## config.mk

```make
export PLATFORM = sky130hd
export DESIGN_NAME = cpu_operand_fetch
export DESIGN_NICKNAME = d
export VERILOG_FILES = /design/src/rtl/cpu_operand_fetch.sv
export SDC_FILE = /design/constraint.sdc
export NUM_CORES = 1
export LEC_CHECK = 0
export CAP_MARGIN = 30
export CORE_ASPECT_RATIO = 1.2
export CORE_MARGIN = 2
export CORE_UTILIZATION = 35
export DETAILED_ROUTE_END_ITERATION = 10
export PLACE_DENSITY = 0.65
export SLEW_MARGIN = 20
export SYNTH_ARGS = -nofsm -noshare
export SYNTH_HDL_FRONTEND = slang
export SYNTH_SLANG_ARGS = --single-unit
```

## constraint.sdc

```tcl
create_clock -name clk -period 2.2 [get_ports clk]
set_input_delay 0.33 -clock clk [delete_from_list [all_inputs] [get_ports clk]]
set_output_delay 0.33 -clock clk [all_outputs]
set_load 0.03 [all_outputs]
```

## src/rtl/cpu_operand_fetch.sv

```systemverilog
// cpu_operand_fetch
//   Operand-fetch stage in front of the 16x32 byte-enabled register file.
//   Drives the two asynchronous read ports, merges same-cycle writeback
//   bytes into the operands, and registers them toward execute behind a
//   valid/ready handshake. A pending-write scoreboard holds back any
//   instruction that touches a register whose producer has not committed.
//
//   Optional build macro: CPU_OPF_ZERO_REG_EN
//     When defined, register 0 is hardwired to zero. It reads as zero,
//     never goes pending, never stalls, and never reports a write.
module cpu_operand_fetch #(
    parameter int DW = 32,
    parameter int AW = 4
) (
    input  logic          clk,
    input  logic          rst_n,
    input  logic          in_valid_i,
    output logic          in_ready_o,
    input  logic [AW-1:0] in_rs0_i,
    input  logic [AW-1:0] in_rs1_i,
    input  logic [AW-1:0] in_rd_i,
    input  logic          in_rd_we_i,
    output logic [AW-1:0] rf_rd0_addr_o,
    output logic [AW-1:0] rf_rd1_addr_o,
    input  logic [DW-1:0] rf_rd0_data_i,
    input  logic [DW-1:0] rf_rd1_data_i,
    input  logic [AW-1:0] wb_addr_i,
    input  logic [3:0]    wb_byte_en_i,
    input  logic [DW-1:0] wb_data_i,
    input  logic          wb_commit_i,
    output logic          out_valid_o,
    input  logic          out_ready_i,
    output logic [DW-1:0] out_op0_o,
    output logic [DW-1:0] out_op1_o,
    output logic [AW-1:0] out_rd_o,
    output logic          out_rd_we_o,
    output logic [15:0]   stall_cnt_o
);

    localparam int NREG  = 1 << AW;
    localparam int NLANE = DW / 8;

    typedef enum logic [1:0] {
        EMPTY = 2'd0,
        FULL  = 2'd1,
        STALL = 2'd2
    } state_t;

    // Merge the tapped writeback bytes over the register-file word. The
    // register file only shows a write on the following cycle, so any lane
    // being written right now must come from the writeback bus instead.
    function automatic logic [DW-1:0] bypass(
        input logic [AW-1:0] src,
        input logic [DW-1:0] rf_word,
        input logic [AW-1:0] wb_addr,
        input logic [3:0]    wb_be,
        input logic [DW-1:0] wb_data
    );
        logic [DW-1:0] word;
        word = rf_word;
        for (int k = 0; k < NLANE; k++) begin
            if (wb_be[k] && (wb_addr == src)) begin
                word[8*k +: 8] = wb_data[8*k +: 8];
            end
        end
`ifdef CPU_OPF_ZERO_REG_EN
        if (src == '0) begin
            word = '0;
        end
`endif
        return word;
    endfunction

    // Counter increment that sticks at all-ones instead of wrapping.
    function automatic logic [15:0] sat_inc(input logic [15:0] value);
        if (value == 16'hFFFF) begin
            return value;
        end
        return value + 16'd1;
    endfunction

    state_t          state;
    state_t          state_next;
    logic            held_p1;
    logic            valid_next;

    logic [NREG-1:0] pending_p1;
    logic [NREG-1:0] pending_next;
    logic [NREG-1:0] clr;
    logic [NREG-1:0] blocked;

    logic            hazard;
    logic            slot_free;
    logic            accept;
    logic            rd_we_p0;
    logic [DW-1:0]   op0_p0;
    logic [DW-1:0]   op1_p0;

    logic [DW-1:0]   op0_p1;
    logic [DW-1:0]   op1_p1;
    logic [AW-1:0]   rd_p1;
    logic            rd_we_p1;
    logic [15:0]     stall_cnt_p1;

    // ---- p0: decode-side operand fetch and hazard detection ----

    // Read addresses follow the incoming sources with no qualification.
    always_comb begin
        rf_rd0_addr_o = in_rs0_i;
        rf_rd1_addr_o = in_rs1_i;
    end

    // Bypassed operands and the effective destination write flag.
    always_comb begin
        op0_p0   = bypass(in_rs0_i, rf_rd0_data_i, wb_addr_i, wb_byte_en_i, wb_data_i);
        op1_p0   = bypass(in_rs1_i, rf_rd1_data_i, wb_addr_i, wb_byte_en_i, wb_data_i);
        rd_we_p0 = in_rd_we_i;
`ifdef CPU_OPF_ZERO_REG_EN
        if (in_rd_i == '0) begin
            rd_we_p0 = 1'b0;
        end
`endif
    end

    // A committing write with at least one byte lane retires its register.
    always_comb begin
        clr = '0;
        for (int r = 0; r < NREG; r++) begin
            clr[r] = wb_commit_i && (wb_byte_en_i != 4'd0) && (wb_addr_i == AW'(r));
        end
    end

    // Registers still owned by an in-flight producer; a same-cycle commit
    // releases its register because the bypass already supplies the data.
    always_comb begin
        blocked = pending_p1 & ~clr;
`ifdef CPU_OPF_ZERO_REG_EN
        blocked[0] = 1'b0;
`endif
        hazard = in_valid_i &&
                 (blocked[in_rs0_i] || blocked[in_rs1_i] ||
                  (in_rd_we_i && blocked[in_rd_i]));
    end

    // Scoreboard update: a new producer's set takes priority over a clear.
    always_comb begin
        pending_next = pending_p1 & ~clr;
        if (accept && rd_we_p0) begin
            pending_next[in_rd_i] = 1'b1;
        end
    end

    // Scoreboard register.
    always_ff @(posedge clk or negedge rst_n) begin
        if (!rst_n) begin
            pending_p1 <= '0;
        end else begin
            pending_p1 <= pending_next;
        end
    end

    // ---- Handshake state machine ----

    // State register; held_p1 records output occupancy while stalled.
    always_ff @(posedge clk or negedge rst_n) begin
        if (!rst_n) begin
            state   <= EMPTY;
            held_p1 <= 1'b0;
        end else begin
            state   <= state_next;
            held_p1 <= valid_next;
        end
    end

    // Next state: a waiting hazard dominates, otherwise occupancy decides.
    always_comb begin
        valid_next = accept || (out_valid_o && !out_ready_i);
        if (hazard) begin
            state_next = STALL;
        end else if (valid_next) begin
            state_next = FULL;
        end else begin
            state_next = EMPTY;
        end
    end

    // Handshake outputs decoded from the state.
    always_comb begin
        out_valid_o = (state == FULL) || ((state == STALL) && held_p1);
        slot_free   = !out_valid_o || out_ready_i;
        in_ready_o  = slot_free && !hazard;
        accept      = in_valid_i && in_ready_o;
    end

    // ---- p1: operand registers toward execute ----

    // Load on accept; otherwise hold, including across backpressure.
    always_ff @(posedge clk or negedge rst_n) begin
        if (!rst_n) begin
            op0_p1   <= '0;
            op1_p1   <= '0;
            rd_p1    <= '0;
            rd_we_p1 <= 1'b0;
        end else if (accept) begin
            op0_p1   <= op0_p0;
            op1_p1   <= op1_p0;
            rd_p1    <= in_rd_i;
            rd_we_p1 <= rd_we_p0;
        end
    end

    // Count every cycle an instruction is held back by the scoreboard.
    always_ff @(posedge clk or negedge rst_n) begin
        if (!rst_n) begin
            stall_cnt_p1 <= '0;
        end else if (hazard) begin
            stall_cnt_p1 <= sat_inc(stall_cnt_p1);
        end
    end

    // Registered outputs.
    always_comb begin
        out_op0_o   = op0_p1;
        out_op1_o   = op1_p1;
        out_rd_o    = rd_p1;
        out_rd_we_o = rd_we_p1;
        stall_cnt_o = stall_cnt_p1;
    end

endmodule

```

==> results of run 1 <==
worst paths after layout:
check	slack [ns]	end
max in group asynchronous	0.96	out_op1_o[25]$_DFFE_PN0P_
max	-0.65	out_op0_o[30]$_DFFE_PN0P_
min	0.50	stall_cnt_o[10]$_DFFE_PN0P_
min reg2reg	0.50	stall_cnt_o[10]$_DFFE_PN0P_
min in group asynchronous	0.53	out_op1_o[3]$_DFFE_PN0P_
max reg2reg	-0.55	pending_p1[0]$_DFF_PN0_
timing repair:
action	CTS	global route
resized for setup	247	98
hold buffers	1	0
cloned	15	2
endpoints found under the hold margin	22	0
setup buffers	15	11
endpoints found under the setup margin	105	104
pin swaps	30	18
cell type report:
| class | instances | area, um2 | area share (%) |
|---|---|---|---|
| multi-input cells | 395 | 3740 | 34.7 |
| well taps | 208 | 260 | 2.42 |
| clock buffers | 9 | 225 | 2.09 |
| inverters | 11 | 41.3 | 0.384 |
| flip-flops and latches | 104 | 2600 | 24.2 |
| clock inverters | 7 | 62.6 | 0.582 |
| repair buffers | 363 | 3830 | 35.6 |
per-stage QoR:
stage | setup slack, ns | TNS, ns | total power, mW | area [um2] | util [%]
after global placement | -1.06 | -101.69 | 7.36 | 8730 | 56.3
after CTS | -0.636 | -52.79 | 10.2 | 10300 | 66.3
final | -0.647 | -57.94 | 10.7 | 10800 | 69.3
after floorplan | -0.251 | -16.20 | 5.24 | 5590 | -
after global routing | -0.728 | -66.16 | 11.1 | 10800 | 69.3
after detailed placement | -1.17 | -108.55 | 7.45 | 8730 | 56.3
kinds of logic after synthesis:
family | synth area share [%]
xor+xnor | 3.82
buf+inv | 4.45
compound gates | 14.0
simple gates | 14.6
flops | 47.2
fa+ha+maj | 0.227
mux | 15.6
flip-flops by register name (all words and copies together), names as in the netlist:
name,count
out_op0_o,32
out_op1_o,32
pending_p1,16
stall_cnt_o,16
out_rd_o,4
state,2
held_p1,1
out_rd_we_o,1
report_power, final:
group          switching [mW]  total, mW  internal, mW
combinational            2.98       5.79          2.81
sequential              0.707       3.28          2.57
clock                   0.795       1.59         0.794
cells in the mapped netlist, drive strengths merged, types with 2 or more instances:
cell type / n
dfrtp: 104
nor2: 72
mux2i: 70
a21oi: 67
buf: 24
o21ai: 22
nand2: 20
xnor2: 16
nand4: 15
clkbuf: 14
inv: 11
o31ai: 11
and3: 10
nand3: 9
o311ai: 9
nand2b: 8
xor2: 8
mux2: 6
nor3: 5
nor4: 5
or2: 5
mux4: 4
o2111ai: 4
nand4b: 3
o211ai: 3
or4b: 3
and4: 2
o221ai: 2
o22ai: 2
worst register-to-register path, cell delays in order, from the launching register on:
cell     delay, ns
dfrtp_2       0.46
mux2i_1       0.17
nor4b_1       0.08
buf_4         0.13
o31a_1        0.10
nor4_2        0.31
and4b_1       0.27
buf_4         0.12
and4_4        0.23
buf_12        0.13
or4b_4        0.51
o21ai_2       0.16
per-layer routing:
metal  GRT usage [%]  routed length [um]
met1            31.2                8740
met2            46.1               11900
met3            5.23                1140
met4            10.3                 814
met5               0                   0
==> results.md, run 1 <==
* First-pass DRT Iterations at 4
* Die Y at around 140 um
* Hold path start: stall_cnt_o[10]$_DFFE_PN0P_
* DRC viols at 0
* WHS Path Cells at 1
* Initial Utilization at a little over a third
* Top cell type's share of synthesized area at 47.2%
* Final Max Slew Viols at 0
* Mapped Cells at about 550
* Delay-heaviest family, CP: buffers and inverters
* Synthesized Nets at between 600 and 700
* Clock Sink Count at 104
* Hold_ws at 0.499 ns
* Synthesis Warnings at 0
* Failing checks: negative setup slack
* Port Buffers at 216
* RD Place Congestion at 0.894
* Number of global-route vias before repair at 6245
* Most common cell after layout, fill and taps aside: clkdlybuf4s50_1
* Starting DRT DRC Count at about 220
* CP startpoint: wb_byte_en_i[1]
* Ports at 217
* Crit path capture type: register
* Vias at 5875
* First-pass GRT wire length at approximately 34 mm
* RSZ-0062 raised after global routing: yes
* Die width at 119 um
* MaxCap Viol Count at 0
* Origin of the critical flop-to-flop path: pending_p1[8]$_DFF_PN0_
* Synthesized area at 5510 um2
* Non-filler cells, final at 1097
* Syn_area_per_cell at 10.1 um2
* Maximum clock frequency at 351 MHz
* Min-Delay Path Class: register to register
* Buffer depth of the longest clock path at 2
* Most frequent cells in the layout: clkdlybuf4s50_1 (200), dfrtp_1 (103), buf_4 (99)
* Gr usage total at 26.1%
* Worst Path Required at 2.44 ns
* Count of final hold-check violations at 0
* Placed insts at 1041
* VDD IR-drop max at 0.686 mV
* DP Wirelength at 15.2 mm
* Least-Margin Pin Slew at 0.598 ns
* Post-synth top area cell: dfrtp_1
* Antenna viol nets, final at 0
* Post-synth EDFFs at 0
* Critical path class: input port to register
* Pin count of the biggest net entering global routing at 44
* Worst-path clk slew at 0.08 ns
* Clk Latency, worst-skew pair at 0.36 ns
* FF+latch count, synth at 104
* Initial antenna violation count at 0
* Vias per cell at 5.36
* Ys flop type: dfrtp_1
* Levels on crit path at 16
* CP startpoint kind: input port
* CP Max Fanout at 8
* Unique masters post-synth at 50
* Crit path buf inv count at 8
* TritonCTS Buffers at 9
* Die Area at between 15000 and 20000 um2
* Root Driver: clkbuf_16
* Number of diodes at 0
* Clock Skew at 0.0178 ns
* Avg WL per Cell at 20.6 um
* Final min period at approximately 2.8 ns
* Worst Reg-to-Reg Cells at 11
* H-tree levels at 3
* Pwr dens at 991 nW/um2
* Worst setup margin at -0.647 ns
* Core Area at between 15000 and 20000 um2
* Max stage delay cell, worst path: or3_1
* Status: finished with violations
* Layout fillers at ~1200
* Area contributors post-synth: dfrtp_1 (47%), mux2i_1 (13%), a21oi_1 (6.1%)
* Share of layout cells above drive strength 1 at 40.0%
* Fraction of registers with async set or reset after synthesis at between 90% and 100%
* Layout area overhead at 95.3%
* Crit path arrival time at 3.08 ns
* Cell breakdown of the critical path: buf_8, o41ai_4, buf_4, buf_12, buf_6, nor3_4, or3_1, a221oi_2, nand4_1, buf_4, and4_4, buf_12, buf_16, clkbuf_16, nor2_4, a21oi_1
* Sequential-to-total area share from yosys stat at 47.2%
* Row count at 50
* Final setup vio count at roughly 100
* Final period util at 129%
* Worst path max stage delay at 0.33 ns
* Relative slew slack at 60.2%
* P_leak at 4.64 nW
* Gr ovfl total at 0
* Net count, final at a little over 1000
* Post-Route WL at 22.6 mm
* TritonCTS clock tree: done
(Power assumes the default switching activity.)
==> run 2, diff against run 1 <==
CTS_CLUSTER_DIAMETER = 120   (was default)
RECOVER_POWER = 50   (was default)
==> results.md, run 2 (synthesized netlist as in run 1, its figures left out) <==
* Die width at 119 um
* Initial antenna violation count at 0
* VDD IR-drop max at 0.687 mV
* Number of global-route vias before repair at 6245
* Root Driver: clkbuf_16
* RSZ-0062 raised after global routing: yes
* Number of diodes at 0
* Starting DRT DRC Count at 198
* Clk pwr share at 14.9%
* MaxCap Viol Count at 0
* DP Wirelength at around 15 mm
* Pin count of the biggest net entering global routing at 44
* CP startpoint kind: input port
* Non-filler cells, final at between 1000 and 1500
* WHS Path Cells at 1
* Most frequent cells in the layout: clkdlybuf4s50_1 (200), dfrtp_1 (103), buf_4 (96)
* Ports at ~220
* Critical path class: input port to register
* DRC viols at 0
* TritonCTS clock tree: done
* Combinational Power Share at 54.3%
* Die Area at 16800 um2
* Vias at 5867
* Routed wl met2 at about 12 mm
* RD Place Congestion at 0.894
* Min-Delay Path Class: register to register
* Worst Reg-to-Reg Cells at 11
* Hold_ws at ~0.50 ns
* WL met1 at approximately 8.7 mm
* Port Buffers at about 220
* Gr ovfl total at 0
* Avg WL per Cell at 20.6 um
* Final period util at 130%
* Share of layout cells above drive strength 1 at 39.9%
* Pwr dens at 993 nW/um2
* P_leak at 4.63 nW
* Internal power at 6.17 mW
* Row count at 50
* Failing checks: negative setup slack
* CP Max Fanout at 8
* Initial Utilization at a little over a third
* H-tree levels at 3
* Buffer depth of the longest clock path at 2
* Maximum clock frequency at 350 MHz
* Least-Margin Pin Slew at approximately 1.1 ns
* Crit path arrival time at ~3.1 ns
* Layout area overhead at 94.9%
* First-pass DRT Iterations at 5
* Clock Skew at 0.0181 ns
* Psw at about 4.5 mW
* Vias per cell at between 5 and 6
* First-pass GRT wire length at between 30 and 40 mm
* Gr usage total at between 20% and 30%
* Top sig layer: met4
* Count of final hold-check violations at 0
* Final Max Slew Viols at 0
* Clock Sink Count at around 100
* Net count, final at ~1000
* Final Core Density at 69.2%
* Worst setup margin at -0.654 ns
* TritonCTS Buffers at 9
* Sequential Power Share at 30.8%
* Final min period at 2.85 ns
* Relative slew slack at 25.9%
* Core Area at approximately 16000 um2
* Most common cell after layout, fill and taps aside: clkdlybuf4s50_1
* Post-Place Worst Slack at -1.17 ns
* Crit path capture type: register
* Sw Share at roughly 42%
* Antenna viol nets, final at 0
* Clk Latency, worst-skew pair at ~0.36 ns
* Post-Route WL at about 23 mm
* Status: finished with violations
* Die Y at 141 um
* Worst Path Required at about 2.4 ns
* Layout fillers at 1202
* Placed insts at 1041
* Met3 Routed Length at 1.22 mm
* Worst-path clk slew at approximately 0.080 ns
* Final setup vio count at between 100 and 150
## run 2: cell types whose count changed in the layout (fill, tap and decap cells not counted), sizes merged
| cell | previous run | this run |
|---|---|---|
| buf | 152 | 148 |
| clkbuf | 11 | 15 |
## run 2: per-stage QoR
stage,instance area (um2),power [mW],TNS (ns)
after global placement,8730,7.36,-101.69
after CTS,10300,10.2,-52.79
after global routing,10700,11.1,-68.31
after floorplan,5590,5.24,-16.20
after detailed placement,8730,7.45,-108.55
final,10700,10.7,-58.66
## run 2: routing by layer
layer  vias up  GRT usage (%)
li1       2684              -
met3        47           5.23
met1      2930           31.2
met4         0           10.3
met5         -              0
met2       206           46.1
## run 2: final cells by class
class / instances / area, um2 / share of cell area, %
clock buffer: 9 / 225 / 2.10
sequential: 104 / 2600 / 24.3
multi-input combinational: 395 / 3740 / 34.8
tap: 208 / 260 / 2.42
timing repair buffer: 363 / 3800 / 35.4
clock inverter: 7 / 62.6 / 0.583
inverter: 11 / 41.3 / 0.385
## run 2: power groups by stage
stage / logic (mW) / registers [mW] / clock network (mW)
global placement: 4.37 / 2.99 / 0
floorplan: 1.10 / 4.14 / 0
finish: 5.79 / 3.28 / 1.59
CTS: 5.43 / 3.15 / 1.61
global route: 6.05 / 3.36 / 1.71
detailed placement: 4.43 / 3.01 / 0
## run 2: path summary, 6_finish.rpt
check,start,slack (ns),endpoint
min reg2reg,stall_cnt_o[10]$_DFFE_PN0P_,0.50,stall_cnt_o[10]$_DFFE_PN0P_
max reg2reg,pending_p1[8]$_DFF_PN0_,-0.54,pending_p1[0]$_DFF_PN0_
min in group asynchronous,rst_n,0.73,out_op1_o[3]$_DFFE_PN0P_
max,wb_byte_en_i[1],-0.65,out_op0_o[30]$_DFFE_PN0P_
min,stall_cnt_o[10]$_DFFE_PN0P_,0.50,stall_cnt_o[10]$_DFFE_PN0P_
max in group asynchronous,rst_n,0.24,pending_p1[10]$_DFF_PN0_
## run 2: what timing repair did
item	4_1_cts	5_1_grt
gates cloned	15	2
endpoints found under the setup margin	105	104
pin swaps	30	18
setup buffers	15	11
hold buffers	1	0
hold endpoints to repair	22	0
resized for setup	247	98
## run 2: worst max-delay path, stage by stage
cell,delay [ns]
buf_8,0.10
o41ai_4,0.32
buf_4,0.19
buf_12,0.12
buf_6,0.10
nor3_4,0.03
or3_1,0.33
a221oi_2,0.28
nand4_1,0.26
buf_4,0.23
and4_4,0.18
buf_12,0.14
buf_16,0.15
clkbuf_16,0.19
nor2_4,0.09
a21oi_1,0.05
==> run 3, diff against run 2 <==
CORE_UTILIZATION = 30   (was 35)
CTS_CLUSTER_DIAMETER = default   (was 120)
PLACE_DENSITY = 0.57   (was 0.65)
==> results.md, run 3 (synthesized netlist as in run 1, its figures left out) <==
* Status: finished with violations
* Root Driver: clkbuf_16
* Most frequent cells in the layout: clkdlybuf4s50_1 (201), dfrtp_1 (104), buf_4 (102)
* Die Area at 19500 um2
* Buffer depth of the longest clock path at 2
* TritonCTS Buffers at 9
* CP startpoint kind: input port
* Maximum clock frequency at 351 MHz
* P_leak at between 4 and 5 nW
* Gr usage total at 22.9%
* Gr ovfl total at 0
* Initial antenna violation count at 1
* DRC viols at 0
* Row count at 54
* Most common cell after layout, fill and taps aside: clkdlybuf4s50_1
* Initial Utilization at between 30% and 40%
* Worst Path Required at 1.87 ns
* Layout area overhead at 97.5%
* Die Y at 152 um
* Ports at 217
* Failing checks: negative setup slack
* MaxCap Viol Count at 0
* Least-Margin Pin Slew at approximately 0.87 ns
* DP Wirelength at roughly 16 mm
* Critical path class: input port to output port
* Number of global-route vias before repair at roughly 6300
* TritonCTS clock tree: done
* Count of final hold-check violations at 0
* Core Area at 18100 um2
* First-pass GRT wire length at 34.9 mm
* First-pass DRT Iterations at 4
* Antenna viol nets, final at 0
* CP Max Fanout at 4
* Origin of the critical flop-to-flop path: pending_p1[10]$_DFF_PN0_
* Final setup vio count at 105
* Clk Latency, worst-skew pair at roughly 0.37 ns
* RD Place Congestion at 0.826
* Crit path arrival time at approximately 2.5 ns
* Final Core Density at around 60%
* Clock Skew at ~0.016 ns
* CP endpoint: in_ready_o
* Pin count of the biggest net entering global routing at 40
* Vias at 5833
* Relative slew slack at 42.2%
* H-tree levels at 3
* Final period util at 130%
* Worst-path clk slew at 0.07 ns
* VDD IR-drop max at 0.673 mV
* Starting DRT DRC Count at 264
* Final standard cell area without fillers at 10900 um2
* Final min period at ~2.8 ns
* Worst setup margin at -0.649 ns
* RSZ-0062 raised after global routing: yes
* Min-Delay Path Class: register to register
* Worst r2r dst: pending_p1[8]$_DFF_PN0_
* Final Max Slew Viols at 0
* Die width at 128 um
* Avg WL per Cell at 19.8 um
* Port Buffers at 216
* Vias per cell at slightly above 5
* Net count, final at a little over 1000
* Crit path capture type: output port
* Pwr dens at 1000 nW/um2
* R2R Setup Slk at -0.47 ns
* Clock Sink Count at roughly 100
* CP startpoint: wb_byte_en_i[0]
* Share of layout cells above drive strength 1 at around two fifths
* Post-Route WL at 22.3 mm
* Area post-placement at between 8000 and 9000 um2
* Worst Reg-to-Reg Cells at 10
## run 3: changes by cell type in the layout (fill, tap and decap cells not counted), moves of 4 or more
cell and change:
a21oi_4 +4, a21oi_2 -6, nand3_1 +4, buf_2 +4, buf_6 +6, nor2_4 -4, buf_4 +6
## run 3: metal layers
metal / GRT usage [%] / vias to the layer above / wire (um)
met1: 27.1 / 2905 / 8870
met3: 4.11 / 49 / 959
met4: 9.73 / 0 / 857
met2: 40.5 / 176 / 11600
li1: - / 2703 / -
met5: 0 / - / 0
## run 3: stage by stage
step	hold WS (ns)	setup TNS [ns]	cells	power, mW	setup slack, ns
after global placement	0.317	-123.26	1057	7.47	-1.34
final	0.504	-54.10	1130	10.9	-0.649
after floorplan	0.0344	-16.20	548	5.24	-0.251
after CTS	0.478	-41.54	1126	10.6	-0.567
after global routing	0.545	-62.37	1130	11.4	-0.735
after detailed placement	0.322	-117.90	1057	7.52	-1.28
## run 3: final cells by class
class                           count  area [um2]
Sequential cell                   104        2600
Timing Repair Buffer              379        3980
Fill cell                        1465        7220
Clock buffer                        9         225
Antenna cell                        1        2.50
Clock inverter                      7        98.8
Tap cell                          224         280
Inverter                           11        41.3
Multi-Input combinational cell    395        3650
## run 3: how the worst min path moves through the flow
stage                                     startpoint                         end  slack, ns  depth (start not counted)
final                     stall_cnt_o[8]$_DFFE_PN0P_  stall_cnt_o[8]$_DFFE_PN0P_       0.50                          1
after global routing         out_rd_o[0]$_DFFE_PN0P_     out_rd_o[0]$_DFFE_PN0P_       0.54                          1
after CTS                                      rst_n    out_op0_o[1]$_DFFE_PN0P_       0.48                          2
after detailed placement                       rst_n    out_op0_o[1]$_DFFE_PN0P_       0.32                          1
after global placement                         rst_n    out_op0_o[1]$_DFFE_PN0P_       0.32                          1
after floorplan                                rst_n           held_p1$_DFF_PN0_       0.03                          0
## run 3: report_power, final
part / total, mW / internal [mW] / switching (mW)
combinational: 5.91 / 2.90 / 3.00
sequential: 3.25 / 2.57 / 0.676
clock: 1.73 / 0.919 / 0.806
## run 3: repair_timing
action,4_1_cts,5_1_grt
hold endpoints to repair,33,0
gates cloned,17,3
setup endpoints to repair,105,104
resized for setup,257,86
pin swaps,39,27
hold buffers,1,0
buffers inserted,38,13
## run 3: critical path, stage by stage
cell and delay [ns]:
buf_8 0.10, o41ai_4 0.50, buf_4 0.23, buf_6 0.11, o31ai_4 0.08, and3_4 0.19
a221oi_2 0.25, nand4_1 0.23, a31oi_4 0.21, buf_6 0.12, nor2b_4 0.03, buf_6 0.13
